### src/rtl/spi_target_pkg.sv
// spi_target_pkg: shared definitions for the SPI target block.
//   - FSM state encodings (ST_IDLE, ST_SHIFT)
//   - peripheral register offsets and the status word layout
package spi_target_pkg;

   typedef enum logic {
      ST_IDLE  = 1'b0,
      ST_SHIFT = 1'b1
   } spi_tgt_state_e;

   localparam logic [5:0] PERI_SPI_TGT_DATA   = 6'h00;
   localparam logic [5:0] PERI_SPI_TGT_STATUS = 6'h04;

   // Status register: {overrun, busy, rx_valid, tx_full}
   localparam int STAT_TX_FULL  = 0;
   localparam int STAT_RX_VALID = 1;
   localparam int STAT_BUSY     = 2;
   localparam int STAT_OVERRUN  = 3;

   function automatic logic [3:0] spi_tgt_status(input logic overrun, input logic busy,
                                                 input logic rx_valid, input logic tx_full);
      return {overrun, busy, rx_valid, tx_full};
   endfunction

endpackage

### src/rtl/spi_target_sync_edge.sv
// sync_edge: multi-stage synchroniser for one asynchronous pin, plus a
// registered copy of the last stage for edge detection.
// Ports:
//   clk, rst      system clock, async active-high reset
//   d             asynchronous input pin
//   level         synchronised level (last stage)
//   rise, fall    one-cycle pulses when level changes
// Parameters: STAGES (>= 2), RST_VAL (reset value of every stage).
module sync_edge #(
   parameter int   STAGES  = 2,
   parameter logic RST_VAL = 1'b0
) (
   input  logic clk,
   input  logic rst,
   input  logic d,
   output logic level,
   output logic rise,
   output logic fall
);

   logic [STAGES-1:0] sync_q, sync_d;
   logic              prev_q, prev_d;

   always_comb begin
      sync_d = {sync_q[STAGES-2:0], d};
      prev_d = sync_q[STAGES-1];
   end

   always_ff @(posedge clk or posedge rst) begin
      if (rst) begin
         sync_q <= {STAGES{RST_VAL}};
         prev_q <= RST_VAL;
      end else begin
         sync_q <= sync_d;
         prev_q <= prev_d;
      end
   end

   assign level = sync_q[STAGES-1];
   assign rise  = level & ~prev_q;
   assign fall  = ~level & prev_q;

endmodule

### src/rtl/spi_target.sv
// spi_target: SPI responder (mode 0, MSB first, 8-bit frames) for the
// peripheral bus. SPI pins are asynchronous and are synchronised here.
// Ports:
//   clk, rst                 system clock, async active-high reset
//   spi_cs_n/sck/mosi        host pins (async)
//   spi_miso, spi_miso_oe    target data out and its enable
//   tx_wr, tx_data, tx_full  one-byte TX holding buffer
//   rx_rd, rx_data, rx_valid one-byte RX buffer
//   overrun, overrun_clr     sticky RX overrun flag
//   busy                     frame in progress
// Optional: SPI_TARGET_MODE3_EN adds input mode3 (CPOL=1/CPHA=1, sck idles
// high). Sampling stays on sck rising and shifting on sck falling; the
// leading falling edge of a mode-3 byte is absorbed by the byte_started rule.
//
// state    | meaning
// ST_IDLE  | cs_n high, waiting for cs_n falling; spi_miso holds
// ST_SHIFT | frame active: sample on sck rise, shift/reload on sck fall
module spi_target
   import spi_target_pkg::*;
#(
   parameter int   SYNC_STAGES = 2,
   parameter logic IDLE_MISO   = 1'b1
) (
   input  logic       clk,
   input  logic       rst,
`ifdef SPI_TARGET_MODE3_EN
   input  logic       mode3,
`endif
   input  logic       spi_cs_n,
   input  logic       spi_sck,
   input  logic       spi_mosi,
   output logic       spi_miso,
   output logic       spi_miso_oe,
   input  logic       tx_wr,
   input  logic [7:0] tx_data,
   output logic       tx_full,
   input  logic       rx_rd,
   output logic [7:0] rx_data,
   output logic       rx_valid,
   output logic       overrun,
   input  logic       overrun_clr,
   output logic       busy
);

`ifdef SPI_TARGET_MODE3_EN
   localparam logic SCK_RST = 1'b1;
`else
   localparam logic SCK_RST = 1'b0;
`endif

   logic cs_n_s, cs_rise, cs_fall;
   logic sck_rise, sck_fall;
   logic mosi_s;
   logic unused_sync;
   logic sck_s_unused, mosi_rise_unused, mosi_fall_unused;

   sync_edge #(.STAGES(SYNC_STAGES), .RST_VAL(1'b1)) u_sync_cs (
      .clk(clk), .rst(rst), .d(spi_cs_n), .level(cs_n_s), .rise(cs_rise), .fall(cs_fall));
   sync_edge #(.STAGES(SYNC_STAGES), .RST_VAL(SCK_RST)) u_sync_sck (
      .clk(clk), .rst(rst), .d(spi_sck), .level(sck_s_unused), .rise(sck_rise), .fall(sck_fall));
   sync_edge #(.STAGES(SYNC_STAGES), .RST_VAL(1'b0)) u_sync_mosi (
      .clk(clk), .rst(rst), .d(spi_mosi), .level(mosi_s), .rise(mosi_rise_unused),
      .fall(mosi_fall_unused));

   spi_tgt_state_e state_q, state_d;
   logic [2:0] bit_cnt_q, bit_cnt_d;
   logic       byte_started_q, byte_started_d;
   logic [7:0] rx_shift_q, rx_shift_d;
   logic [7:0] tx_shift_q, tx_shift_d;
   logic [7:0] tx_buf_q, tx_buf_d;
   logic       tx_full_q, tx_full_d;
   logic [7:0] rx_data_q, rx_data_d;
   logic       rx_valid_q, rx_valid_d;
   logic       overrun_q, overrun_d;
   logic       miso_q, miso_d;
   logic       reload, byte_done;

`ifdef SPI_TARGET_MODE3_EN
   logic mode3_q, mode3_d;
   logic mode3_unused;
   assign mode3_unused = mode3_q;
   always_comb begin
      mode3_d = (state_q == ST_IDLE) ? mode3 : mode3_q;
   end
   always_ff @(posedge clk or posedge rst) begin
      if (rst) mode3_q <= 1'b0;
      else     mode3_q <= mode3_d;
   end
`endif

   assign unused_sync = sck_s_unused | mosi_rise_unused | mosi_fall_unused;

   always_comb begin
      state_d        = state_q;
      bit_cnt_d      = bit_cnt_q;
      byte_started_d = byte_started_q;
      rx_shift_d     = rx_shift_q;
      tx_shift_d     = tx_shift_q;
      tx_buf_d       = tx_buf_q;
      tx_full_d      = tx_full_q;
      rx_data_d      = rx_data_q;
      rx_valid_d     = rx_valid_q;
      overrun_d      = overrun_q;
      miso_d         = miso_q;
      reload         = 1'b0;
      byte_done      = 1'b0;

      case (state_q)
         ST_IDLE: begin
            if (cs_fall) begin
               state_d        = ST_SHIFT;
               bit_cnt_d      = 3'd0;
               byte_started_d = 1'b0;
               rx_shift_d     = 8'h00;
               reload         = 1'b1;
            end
         end
         ST_SHIFT: begin
            if (cs_rise) begin
               // Abort: partial RX bits and any TX byte in the shifter are dropped.
               state_d        = ST_IDLE;
               bit_cnt_d      = 3'd0;
               byte_started_d = 1'b0;
            end else if (sck_rise) begin
               rx_shift_d     = {rx_shift_q[6:0], mosi_s};
               bit_cnt_d      = bit_cnt_q + 3'd1;
               byte_started_d = 1'b1;
               byte_done      = (bit_cnt_q == 3'd7);
            end else if (sck_fall) begin
               if (bit_cnt_q != 3'd0)  tx_shift_d = {tx_shift_q[6:0], 1'b0};
               else if (byte_started_q) reload    = 1'b1;
            end
         end
         default: state_d = ST_IDLE;
      endcase

      if (reload) begin
         tx_shift_d = tx_full_q ? tx_buf_q : {8{IDLE_MISO}};
         tx_full_d  = 1'b0;
      end
      // A write in the reload cycle lands in the freshly emptied buffer.
      if (tx_wr) begin
         tx_buf_d  = tx_data;
         tx_full_d = 1'b1;
      end

      if (state_d == ST_SHIFT) miso_d = tx_shift_d[7];

      if (rx_rd) rx_valid_d = 1'b0;
      if (overrun_clr) overrun_d = 1'b0;
      if (byte_done) begin
         rx_data_d  = {rx_shift_q[6:0], mosi_s};
         rx_valid_d = 1'b1;
         if (rx_valid_q && !rx_rd) overrun_d = 1'b1;
      end
   end

   always_ff @(posedge clk or posedge rst) begin
      if (rst) begin
         state_q        <= ST_IDLE;
         bit_cnt_q      <= 3'd0;
         byte_started_q <= 1'b0;
         rx_shift_q     <= 8'h00;
         tx_shift_q     <= 8'h00;
         tx_buf_q       <= 8'h00;
         tx_full_q      <= 1'b0;
         rx_data_q      <= 8'h00;
         rx_valid_q     <= 1'b0;
         overrun_q      <= 1'b0;
         miso_q         <= IDLE_MISO;
      end else begin
         state_q        <= state_d;
         bit_cnt_q      <= bit_cnt_d;
         byte_started_q <= byte_started_d;
         rx_shift_q     <= rx_shift_d;
         tx_shift_q     <= tx_shift_d;
         tx_buf_q       <= tx_buf_d;
         tx_full_q      <= tx_full_d;
         rx_data_q      <= rx_data_d;
         rx_valid_q     <= rx_valid_d;
         overrun_q      <= overrun_d;
         miso_q         <= miso_d;
      end
   end

   assign spi_miso    = miso_q;
   assign spi_miso_oe = ~cs_n_s;
   assign tx_full     = tx_full_q;
   assign rx_data     = rx_data_q;
   assign rx_valid    = rx_valid_q;
   assign overrun     = overrun_q;
   assign busy        = (state_q == ST_SHIFT);

endmodule

### config.mk
export PLATFORM = sky130hd
export DESIGN_NAME = spi_target
export DESIGN_NICKNAME = d
export VERILOG_FILES = /design/src/rtl/spi_target_pkg.sv /design/src/rtl/spi_target_sync_edge.sv /design/src/rtl/spi_target.sv
export SDC_FILE = /design/constraint.sdc
export NUM_CORES = 1
export LEC_CHECK = 0
export ABC_AREA = 0
export CORE_MARGIN = 1.5
export CORE_UTILIZATION = 55
export CTS_BUF_LIST = sky130_fd_sc_hd__clkbuf_4
export CTS_CLUSTER_SIZE = 8
export DETAILED_ROUTE_END_ITERATION = 8
export DONT_BUFFER_PORTS = 1
export PLACE_DENSITY = 0.7
export SETUP_SLACK_MARGIN = 0.15
export SLEW_MARGIN = 20
export SYNTH_ARGS = -nofsm -noshare
export SYNTH_HDL_FRONTEND = slang
export SYNTH_HIERARCHICAL = 1
export SYNTH_SLANG_ARGS = --single-unit
### constraint.sdc
create_clock -name clk -period 3.3 [get_ports clk]
set_input_delay 0.66 -clock clk [delete_from_list [all_inputs] [get_ports clk]]
set_output_delay 0.66 -clock clk [all_outputs]
set_load 0.01 [all_outputs]
Yosys cells after proc, flatten, opt, wreduce, memory -nomap -nowiden
Cells that the tools add are included.
- logic and storage cells: 83
- input bits: 16
- output and inout bits: 14
- bits in registers: 48
- muxes and demuxes: 38
- reductions and logical operators: 11
- $add $sub $neg: 1
- eq/ne operators: 7
- bitwise logic cells: 9
- operators by type and width (cell ; number):
    8-bit two-way mux ; 7
    7-bit two-way mux ; 3
    1-bit two-way mux ; 20
    7-bit one-hot mux with 2 select lines ; 1
    2-bit nonzero test ; 5
    3-bit two-way mux ; 3
    2-bit != test (second input constant) ; 3
    1-bit one-hot mux with 2 select lines ; 3
    3-bit one-hot mux with 2 select lines ; 1
    1-bit inverter ; 5
    5-bit AND reduction ; 1
    1-bit AND ; 4
    2-bit by 1-bit != test with 1-bit output (second input constant) ; 2
    3-bit by 1-bit adder with 3-bit output (second input constant) ; 1
    3-bit equality test (second input constant) ; 1
    3-bit != test (second input constant) ; 1
    3-bit AND reduction ; 1
    3-bit nonzero test ; 1
    2-bit AND reduction ; 1
    1-bit logical AND ; 1
    1-bit logical NOT ; 1

Longest topological paths before layout
- depth in word-level cells: 8
- gate-level depth with buffers: 7
- mapped depth without buffers: 6

Hierarchy
The synthesis kept the hierarchy.
- modules (own cells, without submodules) (module ; cells each ; area an instance (um^2) ; times used ; sequential area each (um^2)):
    spi_target ; 151 ; 1686.6 ; 1 ; 1002.2
    sync_edge (u_sync_mosi ...) ; 6 ; 93.8 ; 2 ; 75.1
    sync_edge (u_sync_cs) ; 6 ; 97.6 ; 1 ; 78.8

Worst setup path before layout
No wires, ideal clock.
- path type: reg-to-reg
- start point: register u_sync_cs.sync_q[1]
- end point: register tx_shift_q[1]
- path buffers: 1
- library setup time: 0.126 ns
- period minus slack after synthesis: 1.678 ns
- data required time: 3.174 ns
- path slack: 1.622 ns
- data arrival time: 1.552 ns
- cell stages (with the launch flop): 7
- cells stage by stage: dfstp_2 > nor2b_1 > and4bb_1 > a31oi_2 > buf_4 > a21oi_1 > a221o_1
- elaborated cells on any way between the ends: 13
- those cells by class: 2 x eq/ne; 4 x mux; 3 x bitwise; 4 x reduce/logical
- RTL lines (element ; line ; RTL):
    start, declared ; spi_target_sync_edge.sv:21 ; logic [STAGES-1:0] sync_q, sync_d;
    start signal, assigned ; spi_target_sync_edge.sv:31 ; sync_q <= {STAGES{RST_VAL}};
    start signal, assigned ; spi_target_sync_edge.sv:34 ; sync_q <= sync_d;
    1-bit AND (*) ; spi_target_sync_edge.sv:40 ; assign rise = level & ~prev_q;
    net cs_rise ; spi_target.sv:51 ; logic cs_n_s, cs_rise, cs_fall;
    1-bit two-way mux ; spi_target.sv:119 ; if (cs_rise) begin
    1-bit one-hot mux with 2 select lines ; spi_target.sv:108 ; case (state_q)
    2-bit by 1-bit != test with 1-bit output (no line) / 2-bit nonzero test (equally long branches) ; n/a ;
    5-bit AND reduction (no line) ; n/a ;
    end signal, assigned ; spi_target.sv:176 ; tx_shift_q <= tx_shift_d;
    end, declared ; spi_target.sv:69 ; logic [7:0] tx_shift_q, tx_shift_d;
Mark *: on every way through the listed nets, which the timed path passes. The rest lies on a longest branch.
A chain may end at the register's enable or synchronous reset.

Worst setup path in the final report
- start point: register u_sync_cs.sync_q[1]
- end point: register tx_shift_q[2]
The elaborated chain is that of the path after synthesis.

==> out/results.ini <==
[status]
status = complete, no violations

[routing]
wl_per_cell_um = 14.3
drt-initial-drc-count = 71
totalWireLength_mm = 3.08
vias = 1172
dr.pass1.iters = 4
drtAntennaViolNets = 0
vias_per_cell = 5.45
drc = 0

[sta]
timing.slew.headroom_pct = 62.9
fin_ws_ns = 1.31
setup_violations = 0
fin_crit_ns = 1.99
skew_ns = 0.0116
worstMarginPinSlew_ns = 0.554
period_share_pct = 60.4
setup_tns_ns = 0
hold_viol_final = 0
hold_slack_ns = 0.0255
finalMaxSlewViolations = 0
fmax_mhz = 502
rsz0062_at_grt = false

[layout]
drive_above_1_share_pct = 11.8
final_area_mm2 = 0.00202
areaGrowthSynthToFinish_pct = 4.73
diodes = 0
fin_util_pct = 60.2
nets = 187

[clock_tree]
clock_latency_ns = 0.34
cts_buffers = 5
cts_setup_buffers = 0
cts_hold_buf = 0
cts_tree = done
cts.sink_count = 48
clk_path_buf_depth = 2
clk_pin_slew_ns = 0.14
cts_max_level = 2
cts_root_buf = clkbuf_4
ctsResizeCount = 0

[power]
p_int_uw = 809
power_frac_seq_pct = 64.9
leakage_nw = 1.02
clockPowerShare_pct = 22.9
p_comb_share_pct = 12.2
power_density_mw_per_mm2 = 550
netSwitchingFraction_pct = 27.3
ir_drop_mv = 0.329
netSwitchingPower_uw = 304

[critical_path]
worstPathMaxFanout = 12
cp-start-kind = flip-flop
worstPathRequired_ns = 3.53
criticalPathCategory = flip-flop to flip-flop
endpoint_kind = flip-flop
worstPathArrival_ns = 2.22

[floorplan]
die_w_um = 62.3
start_util_pct = 57.4
ios = 30
core_area_mm2 = 0.00336
die_area_mm2 = 0.00388
die_y_um = 62.3
num_rows = 21

[placed_design]
pre_cts_ws_ns = 1.34
dp_hpwl_mm = 2.21
dpl-instance-area_mm2 = 0.00197
io_buffers = 0
gp_congestion = 0.753

[synth]
synth.avg_cell_area_um2 = 11.6
synthesis.area_mm2 = 0.00193
syn_nets = 185
ys_warn_count = 6
synthCells = 166

[min_path]
hold_path.class = input port to asynchronous set/reset pin

[grt]
grt_pass1_vias = 1170
grt_pass1_wl_mm = 5.44
grt_max_degree = 41
antenna_found_initial = 0
grtUsageTotal_pct = 17.9
grt-ovfl-total = 0

[flow_run]
maxCapViolCount = 0

[cells in the final DEF (no fill, tap or decap)]
cell type,n
nor2_4,1
and4bb_1,1
o2bb2ai_1,1
inv_1,16
dfrtp_1,44
clkinv_2,2
nor2_1,3
a31oi_1,1
o22ai_1,4
dfstp_2,4
ha_1,3
clkbuf_4,5
nand3_1,7
nor2b_1,5
a21o_1,1
mux2i_1,1
mux2_1,8
nand2_4,1
mux2_2,2
a31oi_2,1
a22o_1,2
a21oi_1,8
clkinv_4,1
o21ai_0,7
or2_1,1
and2b_2,2
nand2b_1,5
a221o_1,6
nand2_1,24
o21ai_1,1
buf_4,1
[metrics by stage]
stage | std cells | power [mW]
after floorplan | 166 | 0.831
after global placement | 207 | 0.857
after detailed placement | 207 | 0.870
after CTS | 215 | 1.13
after global routing | 215 | 1.18
final | 215 | 1.11
[state kept, by name (all words and copies together) (netlist names), 2 cells and up]
register	cells
tx_shift_q	8
u_sync_mosi/sync_q	2
rx_shift_q	7
bit_cnt_q	3
u_sync_sck/sync_q	2
u_sync_cs/sync_q	2
rx_data	8
tx_buf_q	8
[path summary, 6_finish.rpt]
kind | from | to | slack, ns | cells after the start
worst min register to register | u_sync_cs/sync_q[0]$_DFF_PP1_ | u_sync_cs/sync_q[1]$_DFF_PP1_ | 0.37 | 0
min in group clk | spi_cs_n | u_sync_cs/sync_q[0]$_DFF_PP1_ | 0.30 | 0
worst min-delay path | rst | u_sync_mosi/sync_q[0]$_DFF_PP0_ | 0.03 | 1
max in group asynchronous | rst | spi_miso$_DFFE_PP1P_ | 2.63 | 2
worst max register to register | u_sync_cs/sync_q[1]$_DFF_PP1_ | tx_shift_q[2]$_DFFE_PP0P_ | 1.31 | 5
worst max-delay path | u_sync_cs/sync_q[1]$_DFF_PP1_ | tx_shift_q[2]$_DFFE_PP0P_ | 1.31 | 5
[worst max-delay path, stage by stage, from the launching register on]
cell      delay [ns]
dfstp_2         0.56
nor2b_1         0.15
and4bb_1        0.26
a31oi_2         0.50
a21oi_1         0.12
a221o_1         0.30
[layout make-up]
type,instances,area [um2]
Fill cell,301,1340
Clock inverter,3,18.8
Sequential cell,48,1210
Inverter,16,60.1
Timing Repair Buffer,1,7.51
Clock buffer,5,37.5
Tap cell,46,57.6
Multi-Input combinational cell,96,636
[routing by layer]
layer,GRT usage (%),up-vias,wire length [um]
met1,22.5,582,1360
met5,0,-,0
li1,-,564,-
met4,5.83,0,21
met3,6.52,2,193
met2,29.1,24,1510
[power by group through the flow]
stage | logic, mW | clock network (mW) | registers, mW
floorplan | 0.119 | 0 | 0.712
global placement | 0.129 | 0 | 0.728
detailed placement | 0.139 | 0 | 0.731
CTS | 0.138 | 0.271 | 0.721
global route | 0.155 | 0.293 | 0.731
finish | 0.136 | 0.255 | 0.722
Note: power is estimated with default switching activity, not from simulation.
